--- config.mk ---
export PLATFORM = sky130hd
export DESIGN_NAME = div_arbiter
export DESIGN_NICKNAME = d
export VERILOG_FILES = /design/src/rtl/div_arbiter.sv
export SDC_FILE = /design/constraint.sdc
export NUM_CORES = 1
export LEC_CHECK = 0
export ABC_AREA = 0
export CORE_ASPECT_RATIO = 0.5
export CORE_MARGIN = 2
export CORE_UTILIZATION = 55
export CTS_BUF_LIST = sky130_fd_sc_hd__clkbuf_8
export CTS_CLUSTER_SIZE = 10
export DETAILED_ROUTE_END_ITERATION = 7
export PLACE_DENSITY = 0.91
export SYNTH_ARGS = -nofsm -noshare
export SYNTH_HDL_FRONTEND = slang
export SYNTH_SLANG_ARGS = --single-unit
export TNS_END_PERCENT = 20
--- constraint.sdc ---
create_clock -name clock -period 7.6 [get_ports clock]
set_clock_uncertainty 0.05 [all_clocks]
set_input_delay 1.52 -clock clock [delete_from_list [all_inputs] [get_ports clock]]
set_output_delay 1.52 -clock clock [all_outputs]
set_load 0.005 [all_outputs]
--- src/rtl/div_arbiter.sv ---
// div_arbiter
//   Shares one iterative restoring divider between two requesters (A and B).
//   Round-robin arbitration picks one operation at a time; the divider then
//   produces one quotient bit per clock and hands the result back to the
//   granted requester through a valid/ready handshake.
//
// Parameters
//   WIDTH          operand/result width in bits (2..16)
//
// Ports
//   clock, reset                 rising-edge clock, synchronous active-high reset
//   in_valid_x / in_ready_x      request handshake for requester x (a or b)
//   dividend_x, divisor_x        unsigned operands of requester x
//   resp_valid_x / resp_ready_x  response handshake for requester x
//   quotient, remainder,         shared result bus, valid while the owner's
//   div_zero                     resp_valid is high
//
// Optional feature (macro DIV_ARB_STATS_EN)
//   Adds ops_a / ops_b: 16-bit wrapping counts of completed response
//   handshakes per requester, cleared by reset.
module div_arbiter #(
  parameter int WIDTH = 4
) (
  input  logic             clock,
  input  logic             reset,
  input  logic             in_valid_a,
  output logic             in_ready_a,
  input  logic [WIDTH-1:0] dividend_a,
  input  logic [WIDTH-1:0] divisor_a,
  input  logic             in_valid_b,
  output logic             in_ready_b,
  input  logic [WIDTH-1:0] dividend_b,
  input  logic [WIDTH-1:0] divisor_b,
  output logic             resp_valid_a,
  input  logic             resp_ready_a,
  output logic             resp_valid_b,
  input  logic             resp_ready_b,
  output logic [WIDTH-1:0] quotient,
  output logic [WIDTH-1:0] remainder,
  output logic             div_zero
`ifdef DIV_ARB_STATS_EN
  ,
  output logic [15:0]      ops_a,
  output logic [15:0]      ops_b
`endif
);

  localparam int CNT_W = $clog2(WIDTH);

  typedef enum logic [1:0] {IDLE, RUN, DONE} state_t;

  state_t           state, state_nx;
  logic             last_grant;   // 0 = A, 1 = B
  logic             owner;        // 0 = A, 1 = B
  logic [CNT_W-1:0] cnt;

  // The accumulator is WIDTH+1 bits during the trial subtraction. Its kept
  // value is always below the divisor, so the top bit is always zero and is
  // not stored.
  logic [WIDTH-1:0] acc, acc_nx;
  logic [WIDTH-1:0] dq, dq_nx;    // dividend shifts out, quotient shifts in
  logic [WIDTH-1:0] dvs;

  logic             accept, sel_b, last_iter, resp_hs;
  logic [WIDTH-1:0] sel_dividend, sel_divisor;

  // One restoring-division iteration: shift {acc, dividend MSB} left, try a
  // subtract, keep it and emit a 1 only when it does not go negative.
  function automatic logic [2*WIDTH-1:0] div_step(
    input logic [WIDTH-1:0] a,
    input logic [WIDTH-1:0] d,
    input logic [WIDTH-1:0] q
  );
    logic [WIDTH:0] sh, trial;
    sh    = {a, q[WIDTH-1]};
    trial = sh - {1'b0, d};
    if (!trial[WIDTH]) return {trial[WIDTH-1:0], q[WIDTH-2:0], 1'b1};
    else               return {sh[WIDTH-1:0],    q[WIDTH-2:0], 1'b0};
  endfunction

  always_comb begin
    in_ready_a   = (state == IDLE) & in_valid_a & (~in_valid_b | last_grant);
    in_ready_b   = (state == IDLE) & in_valid_b & (~in_valid_a | ~last_grant);
    accept       = in_ready_a | in_ready_b;
    sel_b        = in_ready_b;
    sel_dividend = sel_b ? dividend_b : dividend_a;
    sel_divisor  = sel_b ? divisor_b  : divisor_a;
    resp_valid_a = (state == DONE) & ~owner;
    resp_valid_b = (state == DONE) &  owner;
    resp_hs      = (resp_valid_a & resp_ready_a) | (resp_valid_b & resp_ready_b);
    last_iter    = (cnt == CNT_W'(WIDTH - 1));
    {acc_nx, dq_nx} = div_step(acc, dvs, dq);

    state_nx = state;
    unique case (state)
      IDLE:    if (accept) state_nx = (sel_divisor == '0) ? DONE : RUN;
      RUN:     if (last_iter) state_nx = DONE;
      DONE:    if (resp_hs) state_nx = IDLE;
      default: state_nx = IDLE;
    endcase
  end

  // Control and result registers
  always_ff @(posedge clock) begin
    if (reset) begin
      state      <= IDLE;
      last_grant <= 1'b1;
      owner      <= 1'b0;
      cnt        <= '0;
      quotient   <= '0;
      remainder  <= '0;
      div_zero   <= 1'b0;
    end else begin
      state <= state_nx;
      unique case (state)
        IDLE: begin
          if (accept) begin
            owner      <= sel_b;
            last_grant <= sel_b;
            cnt        <= '0;
            // Divide-by-zero skips the iterations and answers next cycle.
            if (sel_divisor == '0) begin
              quotient  <= '1;
              remainder <= sel_dividend;
              div_zero  <= 1'b1;
            end
          end
        end
        RUN: begin
          if (last_iter) begin
            cnt       <= '0;
            quotient  <= dq_nx;
            remainder <= acc_nx;
            div_zero  <= 1'b0;
          end else begin
            cnt <= cnt + CNT_W'(1);
          end
        end
        default: ;
      endcase
    end
  end

  // Divider datapath
  always_ff @(posedge clock) begin
    if (state == IDLE && accept) begin
      acc <= '0;
      dq  <= sel_dividend;
      dvs <= sel_divisor;
    end else if (state == RUN) begin
      acc <= acc_nx;
      dq  <= dq_nx;
    end
  end

`ifdef DIV_ARB_STATS_EN
  always_ff @(posedge clock) begin
    if (reset) begin
      ops_a <= '0;
      ops_b <= '0;
    end else begin
      if (resp_valid_a & resp_ready_a) ops_a <= ops_a + 16'd1;
      if (resp_valid_b & resp_ready_b) ops_b <= ops_b + 16'd1;
    end
  end
`endif

endmodule
==> results by group <==
Routing
  • Via count: 1318
  • WL final: 3450 um
  • Vias per std cell: 5.76
  • Drt wl/cell: 15.1 um
  • Remaining DRCs: 0
  • Router iterations before antenna repair: 4
  • ANT nets after route: 0
  • DRT iter0 DRCs: 117

Placement
  • Placed Area: 1820 um2
  • Port Buffer Count: 34
  • GPL Wtd Cong: 0.770
  • DP HPWL: 2600 um

Critical path
  • R2r setup slk: 4.79 ns
  • R2R depth: 9
  • Worst Setup End Kind: primary output
  • R2R Path End: remainder[0]$_SDFFE_PP0P_
  • CP arrival: 3.26 ns
  • Req. time, crit path: 6.03 ns
  • Crit Path Class: in2out
  • R2r startpoint: dq[3]$_DFFE_PP_
  • Crit Path Max Fanout: 9
  • Crit start category: input port

Clocking
  • CTS H-tree depth: 1
  • CTS sink cnt: 27
  • CTS Buf Count: 3
  • Root Driver: clkbuf_8
  • Clk_lat worst skew: 0.27 ns
  • CTS Buffer Depth: 2
  • Cts repair resizes: 0
  • Worst-path clk slew: 0.09 ns
  • CTS tree: yes
  • # Post-CTS Setup Buffers: 0
  • Cts hold-fix bufs: 0

Timing
  • Final TNS setup: 0 ns
  • Tcrit/Tclk final: 63.6%
  • Slew Viols, Final: 0
  • Fmax: 207 MHz
  • Worst-Margin Slew: 1.02 ns
  • RSZ-0062 raised after global routing: no
  • Rel. slew slack: 31.6%
  • Hold_ws: 0.442 ns
  • Final Hold Fails: 0
  • Min Tclk post-route: 4.83 ns
  • Setup Viol. Count Final: 0

Yosys
  • Mapped Area: 1470 um2
  • Distinct cells, synth: 48
  • Yosys reg bits: 27
  • Simple-gate share of the synthesized area: 23.1%
  • XOR/XNOR share of the synthesized area: 0.596%
  • Synth warnings: 0
  • Main combinational cell family by area after synthesis: simple AND/OR/NAND/NOR gates
  • Mux share of post-synthesis cell area: 4.43%
  • Cells after Synth: 162
  • Adder-Cell Fraction of Synth Area: 5.62%
  • Synth cell count leaders: 27 x nand2_1, 19 x dfxtp_1, 12 x a21oi_1
  • Ys async rst share: 0%
  • Dominant cells by area after synthesis: dfxtp_1 26%, edfxtp_1 16%, nand2_1 6.9%
  • Post-synth top flop: dfxtp_1
  • Compound-cell area share of the yosys netlist: 19.5%
  • Synth top area share: 25.9%
  • EDFF count, synth: 8
  • Post-Syn Nets: 190
  • Count leader, synth: nand2_1
  • Syn Area/Cell: 9.08 um2
  • Cell taking the most area after synthesis: dfxtp_1
  • Register area share after synthesis: 42.2%

Final layout
  • Ant. Diodes: 0
  • Ratio of cells with drive above 1 in the final layout: 10.4%
  • Nets: 221
  • Fin area: 1870 um2
  • Area grow syn2layout: 27.2%

Floorplanning
  • Core Footprint: 2570 um2
  • Horizontal die dimension: 77.1 um
  • Num rows: 13
  • IO Pins: 35
  • Starting Density: 57.2%
  • Die Area: 3130 um2
  • Die Height: 40.6 um

Hold path
  • Hold path depth: 2
  • Hold Startpoint: acc[3]$_SDFFE_PP0P_
  • Hold EP: acc[3]$_SDFFE_PP0P_
  • Worst min-delay path class: reg2reg

Pwr
  • Pwr per Cell Area: 386 nW/um2
  • Total Power: 723 uW
  • Max IR drop VDD: 0.000185 V
  • Leakage: 0.000791 uW

Global route
  • First-pass GRT wire length: 5490 um
  • GR Overflow Total: 0
  • Aggregate global-route resource usage: 23.6%
  • Vias in the first global route: 1226
  • Initial antenna violation count: 0
  • Largest net degree at the start of global routing: 16

Status
  • Status: finished, final reports clean

Flow run
  • Max-cap viol count: 0
==> metal layers <==
metal	global-route usage, %	wire, um	vias up
met5	0	0	-
met4	9.38	43	0
met3	7.21	264	6
met2	44.5	1620	63
met1	26.8	1520	605
li1	-	-	644
==> where the power goes <==
group          total, uW  switching, uW  leakage [uW]  internal [uW]
Clock               79.1           42.4     0.0000255           36.7
Sequential           263           44.6      0.000236            219
Combinational        380            196      0.000529            184
==> cell usage in the layout (no fill, tap or decap), types with 2 or more instances in the layout <==
cell type,Yosys,routed
nor2b_1,3,3
dfxtp_1,19,19
clkdlybuf4s50_1,0,34
mux2i_1,5,5
o21a_1,2,2
a21oi_1,12,12
nand3_1,9,9
o221a_2,4,4
nor2_1,4,4
o211ai_1,2,2
edfxtp_1,8,8
nand2b_1,2,2
nand2_1,27,27
inv_1,8,8
clkbuf_8,0,3
ha_1,5,5
o21ai_0,9,9
nor3_1,5,5
==> cell type report <==
type	instances	area, um2
sequential	27	621
tap	37	46.3
multi-input combinational	118	783
clock buffer	3	41.3
clock inverter	1	5.00
inverter	9	33.8
timing repair buffer	34	340
fill	204	699
==> through the flow <==
step / setup slack [ns] / instances / utilization (%)
floorplan: 4.00 / 162 / -
global placement: 2.86 / 225 / 71.0
detailed placement: 2.79 / 225 / 71.0
CTS: 2.78 / 229 / 72.8
global route: 2.65 / 229 / 72.8
finish: 2.77 / 229 / 72.8
==> sequential cells by signal (all words and copies together) (netlist names) <==
name and count:
dvs 4, remainder 4, cnt 2, div_zero 1
quotient 4, acc 4, dq 4, owner 1
last_grant 1, state 2
==> cell families (layout without fill, tap and decap cells) <==
logic type | after synthesis | after routing
flip-flops | 27 | 27
adder cells (fa/ha/maj) | 6 | 6
AO/OA/AOI/OAI | 41 | 41
XOR/XNOR | 1 | 1
multiplexers | 6 | 6
AND/OR/NAND/NOR | 64 | 64
buffers and inverters | 17 | 47
==> worst max-delay path by stage <==
stage / startpoint / end / slack (ns) / depth (start not counted)
6_report: in_valid_b / in_ready_b / 2.77 / 5
5_1_grt: in_valid_b / in_ready_b / 2.65 / 5
4_1_cts: in_valid_b / in_ready_b / 2.78 / 5
3_5_place_dp: in_valid_b / in_ready_b / 2.79 / 5
3_3_place_gp: in_valid_b / in_ready_b / 2.86 / 5
2_1_floorplan: in_valid_b / in_ready_b / 4.00 / 3
==> critical path: stages <==
cell	delay, ns
clkdlybuf4s50_1	0.54
nor3b_4	0.28
nand2_2	0.21
inv_2	0.18
clkdlybuf4s50_1	0.53
Note: power is estimated with default switching activity, not from simulation.
